===== src/rtl/sm83_adr_seq.sv =====
// sm83_adr_seq: SM83 address latch with manual legacy path and an autonomous burst sequencer.
module sm83_adr_seq #(
  parameter int ADR_WIDTH  = 16,
  parameter int CNT_WIDTH  = 8,
  parameter int STEP_WIDTH = 4
) (
  input  logic                  clk,
  input  logic                  reset,
  input  logic [ADR_WIDTH-1:0]  ain,
  output logic [ADR_WIDTH-1:0]  aout,
  output logic [ADR_WIDTH-1:0]  apin,
  input  logic                  ctl_al_we,
  input  logic                  ctl_al_hi_ff,
  input  logic                  ctl_inc_oe,
  input  logic                  ctl_inc_dec,
  input  logic                  ctl_inc_cy,
  input  logic                  bst_start,
  input  logic [CNT_WIDTH-1:0]  bst_len,
  input  logic [STEP_WIDTH-1:0] bst_step,
  input  logic                  bst_dec,
  input  logic                  bst_wrap_en,
  input  logic [ADR_WIDTH-1:0]  bst_wrap_mask,
  input  logic                  bst_adv,
  output logic                  bst_busy,
  output logic                  bst_done,
  output logic [CNT_WIDTH-1:0]  bst_cnt
);
  localparam int HW = ADR_WIDTH / 2;
  typedef enum logic [1:0] {IDLE, RUN, DONE} state_t;
  state_t r_state, w_nxt_state;
  logic [ADR_WIDTH-1:0]  r_al, r_mask;
  logic [CNT_WIDTH-1:0]  r_cnt;
  logic [STEP_WIDTH-1:0] r_step;
  logic                  r_dec, r_wrap_en;
  logic [ADR_WIDTH-1:0]  w_inc, w_man, w_stride, w_raw, w_nxt;
  assign w_inc    = ctl_inc_dec ? r_al - ADR_WIDTH'(ctl_inc_cy) : r_al + ADR_WIDTH'(ctl_inc_cy);
  assign w_man    = {ctl_inc_oe ? w_inc[ADR_WIDTH-1:HW] : ctl_al_hi_ff ? {(ADR_WIDTH-HW){1'b1}} : ain[ADR_WIDTH-1:HW],
                     ctl_inc_oe ? w_inc[HW-1:0] : ain[HW-1:0]};
  assign w_stride = ADR_WIDTH'(r_step);
  assign w_raw    = r_dec ? r_al - w_stride : r_al + w_stride;
  // The window mask applies to the full sum, so any carry out of the window is dropped.
  assign w_nxt    = r_wrap_en ? (r_al & ~r_mask) | (w_raw & r_mask) : w_raw;
  always_ff @(negedge clk)
    r_state <= reset ? IDLE : w_nxt_state;
  always_comb begin
    w_nxt_state = r_state;
    case (r_state)
      IDLE:    w_nxt_state = bst_start ? ((bst_len != '0) ? RUN : DONE) : IDLE;
      RUN:     w_nxt_state = (bst_adv && r_cnt == CNT_WIDTH'(1)) ? DONE : RUN;
      DONE:    w_nxt_state = IDLE;
      default: w_nxt_state = IDLE;
    endcase
  end
  always_comb begin
    apin     = (r_state == IDLE && ctl_al_we) ? w_man : r_al;
    bst_busy = r_state == RUN;
    bst_done = r_state == DONE;
    aout     = r_al;
    bst_cnt  = r_cnt;
  end
  always_ff @(negedge clk) begin
    if (reset) begin
      r_al      <= '0;
      r_cnt     <= '0;
      r_step    <= '0;
      r_dec     <= 1'b0;
      r_wrap_en <= 1'b0;
      r_mask    <= '0;
    end else begin
      case (r_state)
        IDLE:
          if (bst_start) begin
            r_al      <= ain;
            r_cnt     <= bst_len;
            r_step    <= bst_step;
            r_dec     <= bst_dec;
            r_wrap_en <= bst_wrap_en;
            r_mask    <= bst_wrap_mask;
          end else if (ctl_al_we) begin
            r_al <= apin;
          end
        RUN:
          if (bst_adv) begin
            r_al  <= w_nxt;
            r_cnt <= r_cnt - CNT_WIDTH'(1);
          end
        default: ;
      endcase
    end
  end
endmodule


===== config.mk =====
export PLATFORM = sky130hd
export DESIGN_NAME = sm83_adr_seq
export DESIGN_NICKNAME = d
export VERILOG_FILES = /design/src/rtl/sm83_adr_seq.sv
export SDC_FILE = /design/constraint.sdc
export NUM_CORES = 1
export LEC_CHECK = 0
export CAP_MARGIN = 20
export CORE_MARGIN = 2
export CORE_UTILIZATION = 39
export DETAILED_ROUTE_END_ITERATION = 10
export PLACE_DENSITY = 0.68
export SETUP_SLACK_MARGIN = 0.02
export SYNTH_ARGS = -nofsm -noshare
export SYNTH_HDL_FRONTEND = slang
export SYNTH_SLANG_ARGS = --single-unit

===== constraint.sdc =====
create_clock -name clk -period 4.85 [get_ports clk]
set_input_delay 0.97 -clock clk [delete_from_list [all_inputs] [get_ports clk]]
set_output_delay 0.97 -clock clk [all_outputs]
set_load 0.05 [all_outputs]

==> results of run 1 <==
## cell families (layout without fill, tap and decap cells)
kind of cell / after synthesis / after routing
compound gates: 234 / 234
xor+xnor: 15 / 15
fa+ha+maj: 39 / 39
buf+inv: 65 / 366
flops: 48 / 48
mux: 12 / 12
simple gates: 230 / 230
## worst register-to-register path, delay by kind of cell (launching register included)
kind / cells / cell delay, ns
DFF: 1 / 0.40
adders and majority gates: 2 / 0.64
and+or+nand+nor: 2 / 0.28
buffers and inverters: 1 / 0.07
muxes: 1 / 0.35
AOI/OAI and AO/OA: 4 / 1.47
## worst max path at each step
stage | depth (start not counted) | endpoint | startpoint | slack, ns
2_1_floorplan | 11 | apin[10] | register | -0.86
3_3_place_gp | 11 | register | ctl_inc_cy | -1.29
6_report | 14 | apin[10] | register | -1.47
5_1_grt | 13 | apin[14] | register | -1.56
3_5_place_dp | 11 | register | ctl_inc_cy | -1.38
4_1_cts | 14 | apin[10] | register | -1.42
## per-stage QoR
step / hold WS, ns / TNS [ns] / setup slack [ns] / cells
6_report: 0.452 / -24.84 / -1.47 / 1087
5_1_grt: 0.480 / -27.26 / -1.56 / 1087
4_1_cts: 0.455 / -24.33 / -1.42 / 1077
3_5_place_dp: 0.451 / -39.18 / -1.38 / 993
3_3_place_gp: 0.451 / -37.54 / -1.29 / 993
2_1_floorplan: 0.433 / -14.63 / -0.860 / 643
## timing repair
action,CTS,global route
buffers inserted,31,18
gates resized for setup,85,59
gates cloned,1,0
pin swaps,34,33
setup endpoints to repair,39,50
## metal layers
metal / global-route usage / share of wire / vias to the layer above
met2: 0.505 / 0.46 / 260
met1: 0.419 / 0.45 / 2927
li1: - / - / 2967
met3: 0.0493 / 0.061 / 37
met4: 0.103 / 0.022 / 0
met5: 0 / 0 / -
## cell usage in the layout (no fill, tap or decap), types with 25 or more instances in the layout
cell type | netlist | layout
buf_4 | 1 | 173
nand2_1 | 90 | 84
inv_1 | 30 | 72
a21oi_1 | 63 | 55
nor2_1 | 55 | 53
clkdlybuf4s50_1 | 0 | 50
buf_6 | 3 | 34
o21ai_0 | 48 | 33
dfxtp_1 | 48 | 32
ha_1 | 37 | 25
## power groups by stage
stage	Combinational [mW]	Sequential (mW)	Clock, mW
2_1_floorplan	0.940	0.612	0.0613
3_3_place_gp	1.75	0.504	0.0613
3_5_place_dp	1.77	0.504	0.0613
4_1_cts	1.97	0.502	0.531
5_1_grt	2.25	0.511	0.578
6_report	2.12	0.507	0.520
## cell type report
cell class                 count  area share
sequential                    48       0.121
timing repair inverter         1    0.000751
timing repair buffer         278       0.307
clock buffer                   5      0.0150
tap                          143      0.0215
inverter                      31      0.0167
multi-input combinational    530       0.493
clock inverter                51      0.0243
==> reports/qor.csv, run 1 <==
metric,value,unit
run_status,"complete, but fails checks",
violations,negative setup slack,
vias,6191,
syn_area,4610,sq um
placed_area,7100,sq um
hold_viol_final,0,
p_total,3.15,mW
clk_pin_slew,0.03,ns
viasPerCell,5.70,
worstHoldEndpoint,r_mask[15],
die-width,113,um
cap_violations,0,
yosys.area_share.xor_xnor,0.0285,
n_fill_cell,946,
p_comb_frac,0.674,
drt_iter0_markers,453,
clkPwrFrac,0.165,
yosys_warnings,0,
yosys.area.top_type,dfxtp_1,
ys_seq_area_frac,0.209,
core,11500,sq um
crit_family,compound AO/OA/AOI/OAI gates,
wl,20000,um
path_class,reg -> out,
synth_area_per_cell,7.17,sq um
synthAdderAreaFrac,0.109,
grt-ovfl-total,0,
fin_skew,0.0199,ns
grt_pass1_vias,6174,
setup.worst_path.start_class,register,
synth_mux_area_frac,0.0266,
cts_inserted_buffers,5,
ant_nets,0,
numPortBuffers,96,
reg2reg_depth,10,
clock_latency,0.38,ns
cts_tree,built,
n_antenna_cell,0,
grtUsageTotal,0.310,
worstPathRequired,3.88,ns
netlist_top_cells_count,"nand2_1, a21oi_1, nor2_1",
multi_input_area,4110,sq um
power.internal,1.71,mW
leakagePower,3.70,nW
synth-main-ff-cell,dfxtp_1,
die_area,12700,sq um
synthToLayoutAreaGrowth,80.7,%
drt_first_pass_iters,5,
ctsHtreeMaxLevel,2,
die_h,113,um
holdPathStages,2,
synth_top_family_by_area,compound AO/OA/AOI/OAI gates,
cts.sinks,48,
yosys.area_share.simple,0.230,
tightest_slew,0.781,ns
setup_ws,-1.47,ns
grt_pass1_wl,31500,um
rrSetupSlack,1.52,ns
irDropWorstVdd,0.000246,V
synth.top_cell.area_share,0.209,
slew_headroom,0.473,
final_area,8330,sq um
regArea,1010,sq um
rsz0062_at_grt,true,
synthArstFlopShare,0,
synthCells,643,
p_per_area,378,nW/um^2
synth_compound_area_frac,0.337,
synth_edf_count,0,
antenna_found_initial,0,
min_path_type,reg -> reg,
place_congestion,0.919,
worst-path-buf-inv,5,
synth_fp_nets,737,
p_sw,1.44,mW
drc,0,
crit_chain,"inv_4, ha_4, inv_4, fa_2, a211oi_4, o21ai_2, a21o_1, a21oi_4, buf_6, o21a_1, buf_6, xnor2_2, a21o_2, buf_12",
hpwl,15100,um
utilization,0.726,
cts_buffer_depth,2,
arrival,5.35,ns
grt_max_degree,26,
critPathCaptureType,output pin,
hold_path_startpoint,r_mask[15],
slowest_delay,0.38,ns
p_seq_frac,0.161,
crit_fanout,2,
drv_slew,0,
root_buffer,clkbuf_16,
netSwitchingFraction,0.456,
ctsHoldBuffers,0,
ys_types,72,
wl_per_cell,18.4,um
drive_gt1_frac,0.387,
yosysMostFrequentCell,nand2_1,
r2r_start,r_step[0],
cp_slowest_cell,fa_2,
ys_top_cells_by_area,"dfxtp_1, ha_1, nand2_1",
ios,97,
start_util,0.402,
ys_seq_elements,48,
rows,39,
nets,1037,
setup_violations,31,
Power figures use the tool's default switching activity.
==> inputs of run 2 (changes only) <==
--- a/config.mk
+++ b/config.mk
@@ -9,6 +9,7 @@
 export CORE_MARGIN = 2
 export CORE_UTILIZATION = 39
 export DETAILED_ROUTE_END_ITERATION = 10
+export GPL_ROUTABILITY_DRIVEN = 1
 export PLACE_DENSITY = 0.68
 export SETUP_SLACK_MARGIN = 0.02
 export SYNTH_ARGS = -nofsm -noshare
==> constraint.sdc (replaced) <==
create_clock -name clk -period 6.37 [get_ports clk]
set_input_delay 1.274 -clock clk [delete_from_list [all_inputs] [get_ports clk]]
set_output_delay 1.274 -clock clk [all_outputs]
set_load 0.05 [all_outputs]
==> run 2 against run 1 <==
Compared with the run above:
- the run still ends with negative setup slack left
- clock skew is 0.0017 ns lower
- sequential power down 23%
- global-route usage fell by 1.1 points
- flip-flop and latch count unchanged
- final area fell by 2.6%
- critical endpoint unchanged
- largest cell class unchanged
- highest routed layer unchanged
==> reports/qor.csv, run 2 (synthesis results as in run 1) <==
metric,value,unit,change
run_status,"complete, but fails checks",,
violations,negative setup slack,,
utilization,0.707,,-0.0192
slew_headroom,0.503,,+0.0299
die_area,12700,sq um,unchanged
arrival,6.06,ns,+0.71 ns
root_buffer,clkbuf_16,,
die-width,113,um,unchanged
ios,97,,unchanged
worst-path-buf-inv,4,,-1
viasPerCell,5.71,,+0.28%
die_h,113,um,unchanged
cts.sinks,48,,unchanged
pre_cts_ws,-0.962,ns,+0.417 ns
slowest_delay,0.36,ns,-0.02 ns
layout_commonest_cell,buf_4,,
nets,1018,,-1.8%
cp_slowest_cell,fa_2,,
reg2reg_depth,11,,+1
tightest_slew,0.739,ns,-0.0418 ns
drive_gt1_frac,0.330,,-0.0569
critPathCaptureType,output pin,,
cts_buffer_depth,2,,unchanged
synthToLayoutAreaGrowth,75.9,%,
worstHoldEndpoint,r_mask[15],,
setup_ws,-0.961,ns,+0.512 ns
rsz0062_at_grt,true,,
grt_pass1_wl,30400,um,-3.2%
place_congestion,0.929,,+0.99%
fin_skew,0.0183,ns,-0.00168 ns
grt_max_degree,38,,+46%
crit_fanout,3,,+1
crit_chain,"inv_4, ha_4, inv_2, fa_2, a211oi_4, o21ai_2, a21o_1, a21oi_4, o21a_1, buf_6, xnor2_2, a21o_2, buf_12",,
rrSetupSlack,3.15,ns,+1.63 ns
p_per_area,293,nW/um^2,-22%
drt_first_pass_iters,6,,+1
ctsHtreeMaxLevel,2,,unchanged
clk_pin_slew,0.03,ns,about the same
setup_violations,27,,-13%
n_antenna_cell,0,,unchanged
hold_viol_final,0,,unchanged
drc,0,,unchanged
grt-ovfl-total,0,,unchanged
wl,19500,um,-2.6%
leakagePower,3.56,nW,-3.8%
numPortBuffers,96,,unchanged
cts_tree,built,,
r2r_start,r_step[0],,
path_class,reg -> out,,
vias,6100,,-1.5%
ctsHoldBuffers,0,,unchanged
holdPathStages,2,,unchanged
irDropWorstVdd,0.000186,V,-24%
setup.worst_path.start_class,register,,
start_util,0.402,,unchanged
n_fill_cell,927,,-2.0%
cap_violations,0,,unchanged
crit_family,compound AO/OA/AOI/OAI gates,,
drv_slew,0,,unchanged
grt_pass1_vias,6042,,-2.1%
rows,39,,unchanged
worstPathRequired,5.10,ns,+1.22 ns
clock_latency,0.38,ns,about the same
hpwl,14800,um,-1.9%
layout_common_cells,"buf_4, nand2_1, clkdlybuf4s50_1",,
wl_per_cell,18.2,um,-0.85%
grtUsageTotal,0.298,,-0.0113
cts_inserted_buffers,5,,unchanged
hold_path_startpoint,r_mask[15],,
min_path_type,reg -> reg,,
antenna_found_initial,0,,unchanged
ant_nets,0,,unchanged
core,11500,sq um,unchanged
drt_iter0_markers,387,,-15%
## run 2: cell types whose count changed in the layout (fill, tap and decap cells not counted), moves of 3 or more
cell and change:
buf_4 -32, nand2_2 -3, nand2_1 +4, buf_6 -10, nor2b_1 +3, o21ai_4 -3
clkdlybuf4s50_1 +25
## run 2: power by group
group / switching [mW] / internal [mW] / total, mW
Clock: 0.207 / 0.226 / 0.433
Sequential: 0.0477 / 0.343 / 0.390
Combinational: 0.808 / 0.745 / 1.55
## run 2: area by class of cell
cell class | count | area (sq um) | area share
repair inverters | 1 | 8.76 | 0.00108
multi-input cells | 530 | 3990 | 0.492
flip-flops and latches | 48 | 1010 | 0.124
clock buffers | 5 | 125 | 0.0154
inverters | 31 | 129 | 0.0159
clock inverters | 51 | 225 | 0.0278
well taps | 143 | 179 | 0.0221
repair buffers | 259 | 2440 | 0.301
## run 2: worst max path at each step
| stage | depth (start not counted) | to | startpoint |
|---|---|---|---|
| finish | 13 | apin[10] | register |
| global placement | 11 | register | ctl_inc_cy |
| global route | 13 | apin[10] | register |
| detailed placement | 11 | register | ctl_inc_cy |
| CTS | 13 | apin[10] | register |
| floorplan | 11 | apin[10] | register |
## run 2: stage by stage
stage / setup TNS (ns) / power, mW / instances / area (sq um) / hold slack (ns)
finish: -13.03 / 2.38 / 1068 / 8110 / 0.457
floorplan: -2.77 / 1.22 / 643 / 4930 / 0.433
CTS: -10.46 / 2.28 / 1049 / 7770 / 0.455
global route: -15.48 / 2.53 / 1068 / 8110 / 0.478
global placement: -13.49 / 1.75 / 975 / 7000 / 0.451
detailed placement: -14.26 / 1.76 / 975 / 7000 / 0.451
## run 2: timing repair
item / in CTS / in global routing
cloned: 1 / 0
pin swaps: 22 / 27
setup endpoints to repair: 29 / 30
hold endpoints to repair: 0 / 0
resized for setup: 62 / 40
buffers inserted: 20 / 20
## run 2: worst register-to-register path, cell delays in order (launching register included)
cell	delay (ns)
dfxtp_1	0.40
inv_1	0.07
ha_1	0.29
mux2i_1	0.28
ha_1	0.29
nor2b_1	0.13
o21a_1	0.20
o21ai_2	0.23
a211oi_1	0.21
o41a_1	0.45
mux2_2	0.30
a311o_1	0.26
## run 2: layer usage
layer  vias to the layer above  track usage  part of all wire
met4                         0       0.0951             0.015
li1                       2919            -                 -
met3                        22       0.0557             0.070
met1                      2918        0.395              0.44
met5                         -            0                 0
met2                       241        0.493              0.47
==> inputs of run 3 (changes only) <==
--- a/config.mk
+++ b/config.mk
@@ -11,7 +11,9 @@
 export DETAILED_ROUTE_END_ITERATION = 10
 export GPL_ROUTABILITY_DRIVEN = 1
 export PLACE_DENSITY = 0.68
+export REMOVE_ABC_BUFFERS = 1
 export SETUP_SLACK_MARGIN = 0.02
+export SLEW_MARGIN = 10
 export SYNTH_ARGS = -nofsm -noshare
 export SYNTH_HDL_FRONTEND = slang
 export SYNTH_SLANG_ARGS = --single-unit
==> run 3 against run 2 <==
Compared with the run above:
- critical path type unchanged
- non-clock buffer count shrank 22
- critical endpoint unchanged
- power is 3.7% lower
- the flow still finishes with violations (negative setup slack)
- highest routed layer unchanged
- first-iteration DRC count grew 21%
==> reports/qor.csv, run 3 (synthesis results as in run 1) <==
metric,value,unit,change
holdPathStages,2,,unchanged
finalNonFillerCells,1045,,-2.2%
cts_tree,built,,
place_congestion,0.924,,-0.46%
dp_cells,961,,-1.4%
worst-path-buf-inv,5,,+1
violations,negative setup slack,,
setup_violations,23,,-15%
ant_nets,0,,unchanged
cts_buffer_depth,2,,unchanged
layout_common_cells,"buf_4, nand2_1, clkdlybuf4s50_1",,
placed_area,6600,sq um,-5.7%
p_total,2.29,mW,-3.7%
drv_slew,0,,unchanged
layout_commonest_cell,buf_4,,
run_status,"complete, but fails checks",,
numPortBuffers,96,,unchanged
start_util,0.402,,unchanged
reg2reg_depth,11,,unchanged
grtUsageTotal,0.299,,+0.00117
clk_pin_slew,0.03,ns,about the same
irDropWorstVdd,0.000173,V,-6.9%
cts.sinks,48,,unchanged
drive_gt1_frac,0.277,,-0.0526
clkPwrFrac,0.192,,+0.010
cap_violations,0,,unchanged
p_per_area,301,nW/um^2,+2.5%
n_antenna_cell,0,,unchanged
ctsHtreeMaxLevel,2,,unchanged
final_area,7610,sq um,-6.1%
die_h,113,um,unchanged
grt_pass1_vias,5883,,-2.6%
grt_pass1_wl,30400,um,about the same
hpwl,14800,um,-0.21%
nets,995,,-2.3%
n_fill_cell,984,,+6.1%
worstHoldEndpoint,r_mask[11],,
grt_max_degree,27,,-29%
viasPerCell,5.75,,+0.73%
p_sw,1.04,mW,-2.6%
p_comb_frac,0.642,,-0.012
slew_headroom,0.558,,+0.0555
grt-ovfl-total,0,,unchanged
ios,97,,unchanged
setup.worst_path.start_class,register,,
crit_family,compound AO/OA/AOI/OAI gates,,
crit_chain,"inv_2, ha_4, inv_2, fa_2, a211oi_4, o21ai_2, a21o_1, a21oi_2, buf_4, o21a_1, buf_4, xnor2_2, a21o_1, buf_12",,
die-width,113,um,unchanged
core,11500,sq um,unchanged
utilization,0.664,,-0.0429
wl,19400,um,-0.65%
root_buffer,clkbuf_16,,
drt_iter0_markers,469,,+21%
rrSetupSlack,3.11,ns,-0.04 ns
antenna_found_initial,0,,unchanged
wl_per_cell,18.5,um,+1.5%
arrival,6.08,ns,+0.02 ns
critPathCaptureType,output pin,,
setup_ws,-0.984,ns,-0.0231 ns
netSwitchingFraction,0.452,,+0.00497
clock_latency,0.39,ns,about the same
rows,39,,unchanged
rsz0062_at_grt,true,,
crit_fanout,3,,unchanged
ctsHoldBuffers,0,,unchanged
min_path_type,reg -> reg,,
worstPathRequired,5.10,ns,about the same
vias,6012,,-1.4%
cts_inserted_buffers,5,,unchanged
path_class,reg -> out,,
drt_first_pass_iters,5,,-1
hold_viol_final,0,,unchanged
cp_slowest_cell,fa_2,,
leakagePower,3.39,nW,-4.9%
power.internal,1.25,mW,-4.6%
drc,0,,unchanged
tightest_slew,0.659,ns,-0.0805 ns
die_area,12700,sq um,unchanged
hold_path_startpoint,r_mask[11],,
r2r_start,r_step[2],,
fin_skew,0.0224,ns,+0.00417 ns
slowest_delay,0.38,ns,+0.02 ns
p_seq_frac,0.167,,+0.003
synthToLayoutAreaGrowth,65.2,%,
==> run 3: cell types whose count changed in the layout (fill, tap and decap cells not counted), moves of 3 or more <==
| cell | before | now |
|---|---|---|
| dfxtp_4 | 11 | 1 |
| buf_6 | 24 | 8 |
| a21o_1 | 16 | 19 |
| ha_4 | 13 | 10 |
| buf_4 | 141 | 135 |
| dfxtp_1 | 33 | 42 |
| mux2i_1 | 7 | 10 |
| o21ai_1 | 2 | 9 |
| o21ai_4 | 4 | 0 |
==> run 3: worst max path at each step <==
stage               start  endpoint  cells after the start  slack [ns]
6_report         register  apin[10]                     14       -0.98
5_1_grt          register  apin[10]                     14       -1.11
4_1_cts          register  apin[10]                     14       -0.95
3_5_place_dp   ctl_inc_cy  register                     12       -1.12
2_1_floorplan    register  apin[14]                     10       -1.23
3_3_place_gp   ctl_inc_cy  register                     12       -1.09
==> run 3: timing repair <==
item,CTS,global route
pin swaps,43,13
gates cloned,0,0
gates resized for setup,100,18
setup endpoints to repair,31,28
endpoints found under the hold margin,0,0
buffers inserted,27,5
==> run 3: power by group through the flow <==
stage	clock network, mW	logic [mW]	registers (mW)
after floorplan	0.0468	0.620	0.461
after global placement	0.0468	1.24	0.376
after detailed placement	0.0468	1.25	0.375
after CTS	0.452	1.41	0.379
after global routing	0.485	1.57	0.384
final	0.439	1.47	0.381
==> run 3: stage by stage <==
| stage | setup WS [ns] | TNS (ns) | hold slack (ns) |
|---|---|---|---|
| after floorplan | -1.23 | -21.26 | 0.427 |
| after global placement | -1.09 | -18.10 | 0.457 |
| after detailed placement | -1.12 | -18.71 | 0.457 |
| after CTS | -0.947 | -9.98 | 0.462 |
| after global routing | -1.11 | -13.59 | 0.480 |
| final | -0.984 | -11.01 | 0.461 |
==> run 3: metal layers <==
metal	vias to the layer above	global-route usage	wire [um]
met1	2829	0.420	8870
met2	276	0.467	8640
met4	0	0.0902	352
met3	28	0.0589	1500
li1	2879	-	-
met5	-	0	0
==> run 3: area by class of cell <==
cell class / instances / area (sq um) / area share
Clock buffer: 5 / 125 / 0.0164
Clock inverter: 51 / 225 / 0.0296
Inverter: 31 / 119 / 0.0156
Multi-Input combinational cell: 530 / 3780 / 0.496
Sequential cell: 48 / 971 / 0.128
Tap cell: 143 / 179 / 0.0235
Timing Repair Buffer: 237 / 2220 / 0.291
==> run 3: worst register-to-register path, cell delays in order, from the launching register on <==
cell and delay (ns):
dfxtp_1 0.39, nor3_1 0.10, ha_1 0.19, nor2_1 0.21
inv_1 0.16, ha_1 0.35, and3_1 0.19, nand2_1 0.06
a211oi_1 0.57, o41a_1 0.29, mux2_2 0.37, a311o_1 0.28
